--- config.mk ---
export PLATFORM = sky130hd
export DESIGN_NAME = vend_dispense_ctrl
export DESIGN_NICKNAME = d
export VERILOG_FILES = /design/src/rtl/vend_dispense_ctrl.sv
export SDC_FILE = /design/constraint.sdc
export NUM_CORES = 1
export LEC_CHECK = 0
export ABC_CLOCK_PERIOD_IN_PS = 7830
export CORE_AREA = 2 2 52 54
export CTS_CLUSTER_SIZE = 14
export DETAILED_ROUTE_END_ITERATION = 12
export DIE_AREA = 0 0 54 56
export GPL_ROUTABILITY_DRIVEN = 0
export GPL_TIMING_DRIVEN = 0
export PLACE_DENSITY = 0.86
export SKIP_LAST_GASP = 1
export SLEW_MARGIN = 0
export SYNTH_ARGS = -nofsm -noshare
export SYNTH_HDL_FRONTEND = slang
export SYNTH_SLANG_ARGS = --single-unit
--- constraint.sdc ---
create_clock -name clk -period 7.83 [get_ports clk]
set_clock_uncertainty 0.1 [all_clocks]
set_input_delay 0.783 -clock clk [delete_from_list [all_inputs] [get_ports clk]]
set_output_delay 0.783 -clock clk [all_outputs]
set_load 0.005 [all_outputs]
--- src/rtl/vend_dispense_ctrl.sv ---
// -----------------------------------------------------------------------------
// vend_dispense_ctrl
//
// Downstream stage of the vending FSM. Vend strobes and change codes are
// captured every clock into saturating pending counters (pend_b bottles,
// pend_c 5 rs coins). A small FSM drains them onto the mechanical actuators:
// the bottle motor, confirmed by the drop sensor, and the change solenoid.
// A bottle that never reaches the drop sensor latches a sticky fault.
//
// Optional feature (macro DISPENSE_TALLY_EN): adds bottle_cnt / coin_cnt
// tallies of confirmed bottles and paid coins, cleared by reset only.
//
// Ports:
//   clk         in   system clock, all state on rising edge
//   rst_n       in   asynchronous active-low reset
//   vend_i      in   one-cycle dispense-one-bottle strobe
//   change_i    in   [1:0] change code: 00 none, 01 one coin, 10 two coins,
//                    11 invalid (dropped, flagged on overflow)
//   drop_sense  in   bottle-drop sensor, synchronous to clk
//   fault_clr   in   fault acknowledge pulse, only acted on in FAULT
//   motor_on    out  bottle motor drive
//   coin_sol    out  change solenoid drive
//   busy        out  work pending or in progress
//   fault       out  sticky jam indication
//   overflow    out  one-cycle pulse when a request is dropped
//   bottle_cnt  out  [15:0] confirmed bottles (DISPENSE_TALLY_EN only)
//   coin_cnt    out  [15:0] coins paid (DISPENSE_TALLY_EN only)
//   state_dbg   out  [2:0] current FSM state, for observation only
//
// Strobe semantics: vend_i and change_i carry no ready; each is accepted on
// every rising edge it is asserted. Requests that do not fit are discarded
// and reported through overflow, so the upstream FSM never stalls.
// -----------------------------------------------------------------------------
module vend_dispense_ctrl #(
    parameter int MOTOR_CYCLES      = 8,
    parameter int DROP_TIMEOUT      = 32,
    parameter int COIN_PULSE_CYCLES = 4,
    parameter int COIN_GAP_CYCLES   = 2
) (
    input  logic        clk,
    input  logic        rst_n,
    input  logic        vend_i,
    input  logic [1:0]  change_i,
    input  logic        drop_sense,
    input  logic        fault_clr,
    output logic        motor_on,
    output logic        coin_sol,
    output logic        busy,
    output logic        fault,
    output logic        overflow,
`ifdef DISPENSE_TALLY_EN
    output logic [15:0] bottle_cnt,
    output logic [15:0] coin_cnt,
`endif
    output logic [2:0]  state_dbg
);

    localparam int MAX_AB  = (MOTOR_CYCLES > DROP_TIMEOUT) ? MOTOR_CYCLES : DROP_TIMEOUT;
    localparam int MAX_CD  = (COIN_PULSE_CYCLES > COIN_GAP_CYCLES) ? COIN_PULSE_CYCLES : COIN_GAP_CYCLES;
    localparam int MAX_CYC = (MAX_AB > MAX_CD) ? MAX_AB : MAX_CD;
    localparam int CNT_W   = $clog2(MAX_CYC + 1);

    // The phase counter holds (cycles spent in the state - 1) at each edge,
    // so a phase ends when it reaches its length minus one.
    localparam logic [CNT_W-1:0] MOTOR_LAST = CNT_W'(MOTOR_CYCLES - 1);
    localparam logic [CNT_W-1:0] DROP_LAST  = CNT_W'(DROP_TIMEOUT - 1);
    localparam logic [CNT_W-1:0] PULSE_LAST = CNT_W'(COIN_PULSE_CYCLES - 1);
    localparam logic [CNT_W-1:0] GAP_LAST   = CNT_W'(COIN_GAP_CYCLES - 1);

    typedef enum logic [2:0] {
        S_IDLE      = 3'd0,
        S_MOTOR     = 3'd1,
        S_WAIT_DROP = 3'd2,
        S_COIN_ON   = 3'd3,
        S_COIN_GAP  = 3'd4,
        S_FAULT     = 3'd5
    } state_t;

    state_t           state, state_nx;
    logic [CNT_W-1:0] cnt, cnt_nx;
    logic             drop_seen, drop_seen_nx;
    logic [1:0]       pend_b, pend_b_nx;
    logic [2:0]       pend_c, pend_c_nx;

    logic             take_b, take_c, clear_b;
    logic [2:0]       b_sum;
    logic [3:0]       c_sum;
    logic [1:0]       c_add;
    logic             b_clip, c_clip, ovf_nx;

    assign state_dbg = state;

    // ---------------------------------------------------------------------
    // Next-state logic
    // ---------------------------------------------------------------------
    always_comb begin
        state_nx     = state;
        cnt_nx       = cnt + 1'b1;
        drop_seen_nx = drop_seen;
        take_b       = 1'b0;
        take_c       = 1'b0;
        clear_b      = 1'b0;

        case (state)
            S_IDLE: begin
                cnt_nx = '0;
                // Bottles are served before change.
                if (pend_b != 2'd0) begin
                    state_nx     = S_MOTOR;
                    take_b       = 1'b1;
                    drop_seen_nx = 1'b0;
                end else if (pend_c != 3'd0) begin
                    state_nx = S_COIN_ON;
                    take_c   = 1'b1;
                end
            end
            S_MOTOR: begin
                if (drop_sense) drop_seen_nx = 1'b1;
                if (cnt == MOTOR_LAST) begin
                    cnt_nx   = '0;
                    // A drop seen on the final motor cycle also counts.
                    state_nx = (drop_seen || drop_sense) ? S_IDLE : S_WAIT_DROP;
                end
            end
            S_WAIT_DROP: begin
                if (drop_sense) begin
                    state_nx = S_IDLE;
                    cnt_nx   = '0;
                end else if (cnt == DROP_LAST) begin
                    state_nx = S_FAULT;
                    cnt_nx   = '0;
                    clear_b  = 1'b1;
                end
            end
            S_COIN_ON: begin
                if (cnt == PULSE_LAST) begin
                    state_nx = S_COIN_GAP;
                    cnt_nx   = '0;
                end
            end
            S_COIN_GAP: begin
                if (cnt == GAP_LAST) begin
                    state_nx = S_IDLE;
                    cnt_nx   = '0;
                end
            end
            S_FAULT: begin
                cnt_nx = '0;
                if (fault_clr) state_nx = S_IDLE;
            end
            default: begin
                state_nx = S_IDLE;
                cnt_nx   = '0;
            end
        endcase
    end

    // ---------------------------------------------------------------------
    // Pending counters: capture and drain net out in the same cycle.
    // ---------------------------------------------------------------------
    always_comb begin
        c_add = 2'd0;
        case (change_i)
            2'b01:   c_add = 2'd1;
            2'b10:   c_add = 2'd2;
            default: c_add = 2'd0;
        endcase

        // take_b/take_c only assert with a non-zero count, so no underflow.
        b_sum  = {1'b0, pend_b} + {2'b00, vend_i} - {2'b00, take_b};
        c_sum  = {1'b0, pend_c} + {2'b00, c_add} - {3'b000, take_c};
        b_clip = (b_sum > 3'd3);
        c_clip = (c_sum > 4'd7);

        // Entering FAULT discards queued bottles; a vend arriving on that
        // same edge is discarded with them rather than reported as clipped.
        if (clear_b)     pend_b_nx = 2'd0;
        else if (b_clip) pend_b_nx = 2'd3;
        else             pend_b_nx = b_sum[1:0];

        pend_c_nx = c_clip ? 3'd7 : c_sum[2:0];

        ovf_nx = (b_clip && !clear_b) || c_clip || (change_i == 2'b11);
    end

    // ---------------------------------------------------------------------
    // State and registered outputs (outputs follow the next state so they
    // change on the same edge as the state they describe).
    // ---------------------------------------------------------------------
    always_ff @(posedge clk or negedge rst_n) begin
        if (!rst_n) begin
            state     <= S_IDLE;
            cnt       <= '0;
            drop_seen <= 1'b0;
            pend_b    <= 2'd0;
            pend_c    <= 3'd0;
            motor_on  <= 1'b0;
            coin_sol  <= 1'b0;
            busy      <= 1'b0;
            fault     <= 1'b0;
            overflow  <= 1'b0;
        end else begin
            state     <= state_nx;
            cnt       <= cnt_nx;
            drop_seen <= drop_seen_nx;
            pend_b    <= pend_b_nx;
            pend_c    <= pend_c_nx;
            motor_on  <= (state_nx == S_MOTOR);
            coin_sol  <= (state_nx == S_COIN_ON);
            fault     <= (state_nx == S_FAULT);
            busy      <= (state_nx != S_IDLE) || (pend_b_nx != 2'd0) || (pend_c_nx != 3'd0);
            overflow  <= ovf_nx;
        end
    end

`ifdef DISPENSE_TALLY_EN
    // A bottle is confirmed when the motor/drop phase returns to IDLE; the
    // only other exit from that phase is FAULT.
    always_ff @(posedge clk or negedge rst_n) begin
        if (!rst_n) begin
            bottle_cnt <= 16'd0;
            coin_cnt   <= 16'd0;
        end else begin
            if ((state == S_MOTOR || state == S_WAIT_DROP) && state_nx == S_IDLE)
                bottle_cnt <= bottle_cnt + 16'd1;
            if (state == S_COIN_ON && state_nx == S_COIN_GAP)
                coin_cnt <= coin_cnt + 16'd1;
        end
    end
`endif

endmodule

==> out/summary.txt, run 1 <==
Final Hold Vio Count: 0
Cell row count: 18
H-tree levels: 1
DRC violations left: 0
Syn Std Cell Area: 1280 um2
GR Layer Usage met2: 34.15%
Critical Path Sink Type: register
Total number of vias: 1040
Outcome: completed
Min-Delay Path Class: register to register
Post-synthesis register bit count: 20
Setup tns final: 0 ns
Clock Path Buffers: 2
Tcrit/Tclk final: 47.23%
Num Clock Sinks: 20
Synth Flop Type: dfrtp_1
CP Class: register to register
# setup viols final: 0
Hold path cells: 2
Cell taking the most area after synthesis: dfrtp_1
Cells after Synth: 130
Post-synth top area share: 39.10%
Clk_lat worst skew: 0.31 ns
Number of enable flip-flop cells after synthesis: 0
Buf+Inv Stages, Crit Path: 2
Fillers: 207
Register Area: 500.5 um2
Remaining antenna violation count: 0
Initial DRC Count: 17
Number of buffers added on ports: 14
Maximum VDD drop: 0.1913 mV
GR met1 Demand/Resource: 22.66%
Cell depth of the worst setup path: 10
Clk slew on worst S/H paths: 0.10 ns
Placed Cells: 174
YS warnings: 0
Distinct cells, synth: 41
Avg Inst Size Synth: 9.846 um2
Largest net degree at the start of global routing: 21
Count leader, synth: dfrtp_1
Vias in the first global route: 1030
Post CTS Setup Buffer Count: 0
Cells along the critical path: or3_2, or4_1, inv_1, ha_1, inv_1, ha_1, fa_1, or2_2, a2111oi_2, or4b_1
Most frequent cells after synthesis: 20 x dfrtp_1, 15 x inv_1, 9 x ha_1, 8 x nor2_1, 7 x nand2b_1
Main area contributors after synthesis: dfrtp_1 39%, ha_1 8.8%, inv_1 4.4%
Initial Util: 52.62%
Layout area overhead: 15.64%
Slew HR: 40.27%
Root buf cell: clkbuf_4
Final min period: 3.698 ns
RSZ-0062 raised after global routing: false
Initial antenna violation count: 0
Top delay family on crit path: simple AND/OR/NAND/NOR gates
First-pass GRT wire length: 4409 um
Leak pwr: 0.6663 nW
Final Power: 0.4759 mW
I/O pin count: 15
Routed WL: 2532 um
Seq/Total Area, Yosys: 39.10%
Hold buffer count at cts: 0
GRT overflow: 0
PD cells: 321.5 nW/um2
Multi-input logic area: 706.9 um2
Slowest CP cell: or4_1
CTS tree: built
Pre-antenna DRT Iters: 4
Total GRT Usage: 20.42%
Post-place instance area: 1458 um2
Layout cells sized above 1: 9.524%
Required time worst endpoint: 7.92 ns
R2R depth: 10
CTS resizes: 0
Worst path arrival time: 3.79 ns
Max FO, Critical Path: 9
Final core occ: 60.85%
Total core area: 2432 um2
Slew Limit Fails: 0
Max_cap viols: 0
Met3 usage: 4.032%
Syn nets: 148
Total CTS buffers: 3
CP Launch Type: register
Die ar.: 3024 um2
Die X: 54 um
Post-Layout Inst Area: 1480 um2
Die height: 56 um
Slew of the pin with the lowest slew margin: 0.8932 ns
Post-detailed-placement half-perimeter wirelength: 2005 um
ANT cells: 0
Fmax achieved: 270.4 MHz
Avg WL per Cell: 14.31 um
DR vias/cell: 5.876
Async S/R FF share, synth: 100.0%
Layout Cells excl Fill: 177
Final net count: 167
Grt peak-use layer: met2
Critical Path Max Stage Delay: 0.55 ns
where the power goes:
group	switching (mW)	internal [mW]
sequential	0.0308	0.136
clock	0.0312	0.0180
combinational	0.137	0.122
tightest hold or removal path, stage by stage, from the launching register on:
cell and delay [ns]:
dfrtp_1 0.37, a31oi_1 0.05, nor2_1 0.07
path summary, 6_finish.rpt:
kind | from | endpoint | slack [ns]
setup / recovery | state_dbg[1]$_DFF_PN0_ | busy$_DFF_PN0_ | 4.13
hold / removal | drop_seen$_DFFE_PN0P_ | drop_seen$_DFFE_PN0P_ | 0.42
setup reg to reg | state_dbg[1]$_DFF_PN0_ | busy$_DFF_PN0_ | 4.13
hold reg to reg | drop_seen$_DFFE_PN0P_ | drop_seen$_DFFE_PN0P_ | 0.42
max in group asynchronous | rst_n | overflow$_DFF_PN0_ | 6.22
min in group asynchronous | rst_n | state_dbg[0]$_DFF_PN0_ | 0.87
final cells by class:
type / count / area share, %
Inverter: 15 / 3.804
Timing Repair Buffer: 14 / 9.467
Clock buffer: 3 / 1.522
Sequential cell: 20 / 33.81
Buffer: 2 / 1.099
Multi-Input combinational cell: 93 / 47.76
Tap cell: 30 / 2.536
metal layers:
metal	part of all wire (%)	up-vias	wire, um
met5	0	-	0
met4	2.7	0	68
met3	3.3	4	83
met2	53	20	1345
met1	41	520	1035
li1	-	496	-
placed cells by master, fill, tap and decap left out, drive strengths merged, types with 3 or more instances in the layout:
| cell | instances |
|---|---|
| nand2 | 6 |
| nand3 | 6 |
| a21oi | 6 |
| clkdlybuf4s50 | 14 |
| o21a | 3 |
| ha | 9 |
| xor2 | 3 |
| dfrtp | 20 |
| xnor2 | 5 |
| or3 | 3 |
| nand2b | 7 |
| inv | 15 |
| nor3 | 3 |
| clkbuf | 3 |
| nor2 | 8 |
registers in the layout, summed over array words and instances, names as in the netlist:
name	cells
cnt	6
pend_c	3
fault	1
motor_on	1
state_dbg	3
busy	1
overflow	1
drop_seen	1
coin_sol	1
pend_b	2
per-stage QoR:
stage                     setup WS (ns)  hold slack [ns]
after floorplan                   4.348           0.3635
final                             4.132           0.4230
after global placement            4.188           0.3843
after CTS                         4.123           0.4260
after detailed placement          4.151           0.4019
after global routing              3.986           0.4600
cell families (layout without fill, tap and decap cells):
family	Yosys count	after routing	share of synthesized area (%)
xor gates and xnor gates	8	8	5.474
and+or+nand+nor	51	51	24.34
buffers and inverters	17	34	5.669
adders and majority gates	11	11	11.93
DFF	20	20	39.10
AOI/OAI and AO/OA	23	23	13.49
Power figures use the tool's default switching activity.
==> run 2, diff against run 1 <==
ABC_CLOCK_PERIOD_IN_PS = 3470   (was 7830)
clock period = 3.47 ns   (was 7.83 ns; I/O delays follow)
==> run 2 against run 1 <==
Net effect:
- critical path depth unchanged
- critical endpoint unchanged
- first-iteration DRC count up 88%
- cell area up 7.1%
==> out/summary.txt, run 2 (synthesized netlist as in run 1, its figures left out) <==
Outcome: completed (unchanged)
DRC violations left: 0 (unchanged)
Max FFs per register: 6 (unchanged)
Slew HR: 40.42% (was 40.27%)
PD cells: 767.8 nW/um2 (was 321.5 nW/um2)
Clock Path Buffers: 2 (unchanged)
Slew Limit Fails: 0 (unchanged)
Routed WL: 2783 um (was 2532 um)
Pre-antenna DRT Iters: 4 (unchanged)
Total core area: 2432 um2 (unchanged)
# setup viols final: 0 (unchanged)
Critical Path Sink Type: register (unchanged)
Initial DRC Count: 32 (was 17)
Total GRT Usage: 21.35% (was 20.42%)
Largest net degree at the start of global routing: 21 (unchanged)
Root buf cell: clkbuf_4 (unchanged)
Die height: 56 um (unchanged)
Final core occ: 65.17% (was 60.85%)
Avg WL per Cell: 15.29 um (was 14.31 um)
Worst reg2reg setup slack: 0.05 ns (was 4.13 ns)
CP Class: register to register (unchanged)
Maximum VDD drop: 0.4144 mV (was 0.1913 mV)
Post-detailed-placement half-perimeter wirelength: 2096 um (was 2005 um)
Initial Util: 52.62% (unchanged)
Cell row count: 18 (unchanged)
Worst flop-to-flop path startpoint: state_dbg[2]$_DFF_PN0_ (was state_dbg[1]$_DFF_PN0_)
Hold path cells: 2 (unchanged)
Total CTS buffers: 3 (unchanged)
Fmax achieved: 292.1 MHz (was 270.4 MHz)
Leak pwr: 0.6990 nW (was 0.6663 nW)
GRT overflow: 0 (unchanged)
First-pass GRT wire length: 4747 um (was 4409 um)
Initial antenna violation count: 0 (unchanged)
Die X: 54 um (unchanged)
Clk slew on worst S/H paths: 0.11 ns (was 0.10 ns)
Clk_lat worst skew: 0.30 ns (was 0.31 ns)
Layout area overhead: 23.85% (was 15.64%)
CP Launch Type: register (unchanged)
RSZ-0062 raised after global routing: true (was false)
Num Clock Sinks: 20 (unchanged)
Largest Register: cnt (unchanged)
Required time worst endpoint: 3.56 ns (was 7.92 ns)
Final Hold Vio Count: 0 (unchanged)
Total number of vias: 1074 (was 1040)
Post-place instance area: 1463 um2 (was 1458 um2)
Worst path arrival time: 3.51 ns (was 3.79 ns)
Worst r2r dst: busy$_DFF_PN0_ (unchanged)
DR vias/cell: 5.901 (was 5.876)
Hold Path Origin: drop_seen$_DFFE_PN0P_ (unchanged)
Remaining antenna violation count: 0 (unchanged)
Min-Delay Path Class: register to register (unchanged)
Number of buffers added on ports: 14 (unchanged)
Slew of the pin with the lowest slew margin: 0.8909 ns (was 0.8932 ns)
Hold EP: drop_seen$_DFFE_PN0P_ (unchanged)
Die ar.: 3024 um2 (unchanged)
Max_cap viols: 0 (unchanged)
Most common cell after layout, fill and taps aside: dfrtp_1 (unchanged)
Layout cells sized above 1: 18.42% (was 9.524%)
ANT cells: 0 (unchanged)
Final min period: 3.424 ns (was 3.698 ns)
Vias in the first global route: 1062 (was 1030)
R2R depth: 10 (unchanged)
Max FO, Critical Path: 3 (was 9)
I/O pin count: 15 (unchanged)
CTS tree: built (unchanged)
Tcrit/Tclk final: 98.67% (was 47.23%)
Final net count: 171 (was 167)
H-tree levels: 1 (unchanged)
Post-Layout Inst Area: 1585 um2 (was 1480 um2)
Most frequent cells in the layout: 17 x dfrtp_1, 14 x clkdlybuf4s50_1, 13 x inv_1 (was 20 x dfrtp_1, 15 x inv_1, 14 x clkdlybuf4s50_1)
## run 2: worst max-delay path by stage
stage | start | endpoint | slack, ns | cells past startpoint
2_1_floorplan | state_dbg[0]$_DFF_PN0_ | busy$_DFF_PN0_ | 0.01 | 10
3_3_place_gp | state_dbg[0]$_DFF_PN0_ | busy$_DFF_PN0_ | -0.22 | 10
3_5_place_dp | state_dbg[0]$_DFF_PN0_ | busy$_DFF_PN0_ | -0.21 | 10
4_1_cts | state_dbg[0]$_DFF_PN0_ | busy$_DFF_PN0_ | 0.03 | 10
5_1_grt | state_dbg[2]$_DFF_PN0_ | busy$_DFF_PN0_ | -0.05 | 10
6_report | state_dbg[2]$_DFF_PN0_ | busy$_DFF_PN0_ | 0.05 | 10
## run 2: repair_timing
| action | CTS | global route |
|---|---|---|
| pin swaps | 1 | 3 |
| resized for setup | 7 | 4 |
| hold buffers | 0 | 0 |
| endpoints found under the hold margin | 0 | 0 |
| setup buffers | 3 | 1 |
| setup endpoints to repair | 1 | 1 |
## run 2: cell type report
| type | instances | area (um2) |
|---|---|---|
| buffer | 2 | 16.27 |
| clock buffer | 3 | 22.52 |
| clock inverter | 1 | 30.03 |
| fill | 187 | 847.1 |
| inverter | 15 | 56.30 |
| multi-input combinational | 93 | 748.2 |
| sequential | 20 | 504.2 |
| tap | 30 | 37.54 |
| timing repair buffer | 18 | 170.2 |
## run 2: power breakdown
part / leakage, nW / switching, mW / total (mW) / internal, mW
Clock: 0.0279 / 0.0726 / 0.189 / 0.117
Sequential: 0.230 / 0.0576 / 0.369 / 0.311
Combinational: 0.441 / 0.352 / 0.659 / 0.307
Total: 0.699 / 0.482 / 1.22 / 0.735
## run 2: metal layers
metal	up-vias	part of all wire [%]	global-route usage [%]
met1	522	40	26.91
li1	501	-	-
met4	0	3.3	11.79
met5	-	0	0
met3	10	4.8	2.419
met2	41	52	34.49
## run 2: stage by stage
step	setup TNS [ns]	hold WS (ns)	setup slack [ns]	instances	total power, mW
6_report	0	0.4167	0.04611	182	1.217
5_1_grt	-0.04552	0.4532	-0.04552	182	1.320
4_1_cts	0	0.4231	0.02965	181	1.208
3_5_place_dp	-0.2081	0.3971	-0.2081	174	0.9655
3_3_place_gp	-0.2200	0.3842	-0.2200	174	0.9223
2_1_floorplan	0	-0.04859	0.01251	130	0.7942
## run 2: critical path, stage by stage, from the launching register on
cell       delay (ns)
dfrtp_2          0.42
or3_4            0.40
or4_4            0.53
inv_2            0.07
ha_1             0.23
inv_2            0.07
ha_4             0.13
fa_1             0.42
or2_4            0.25
a2111oi_4        0.19
or4b_4           0.49
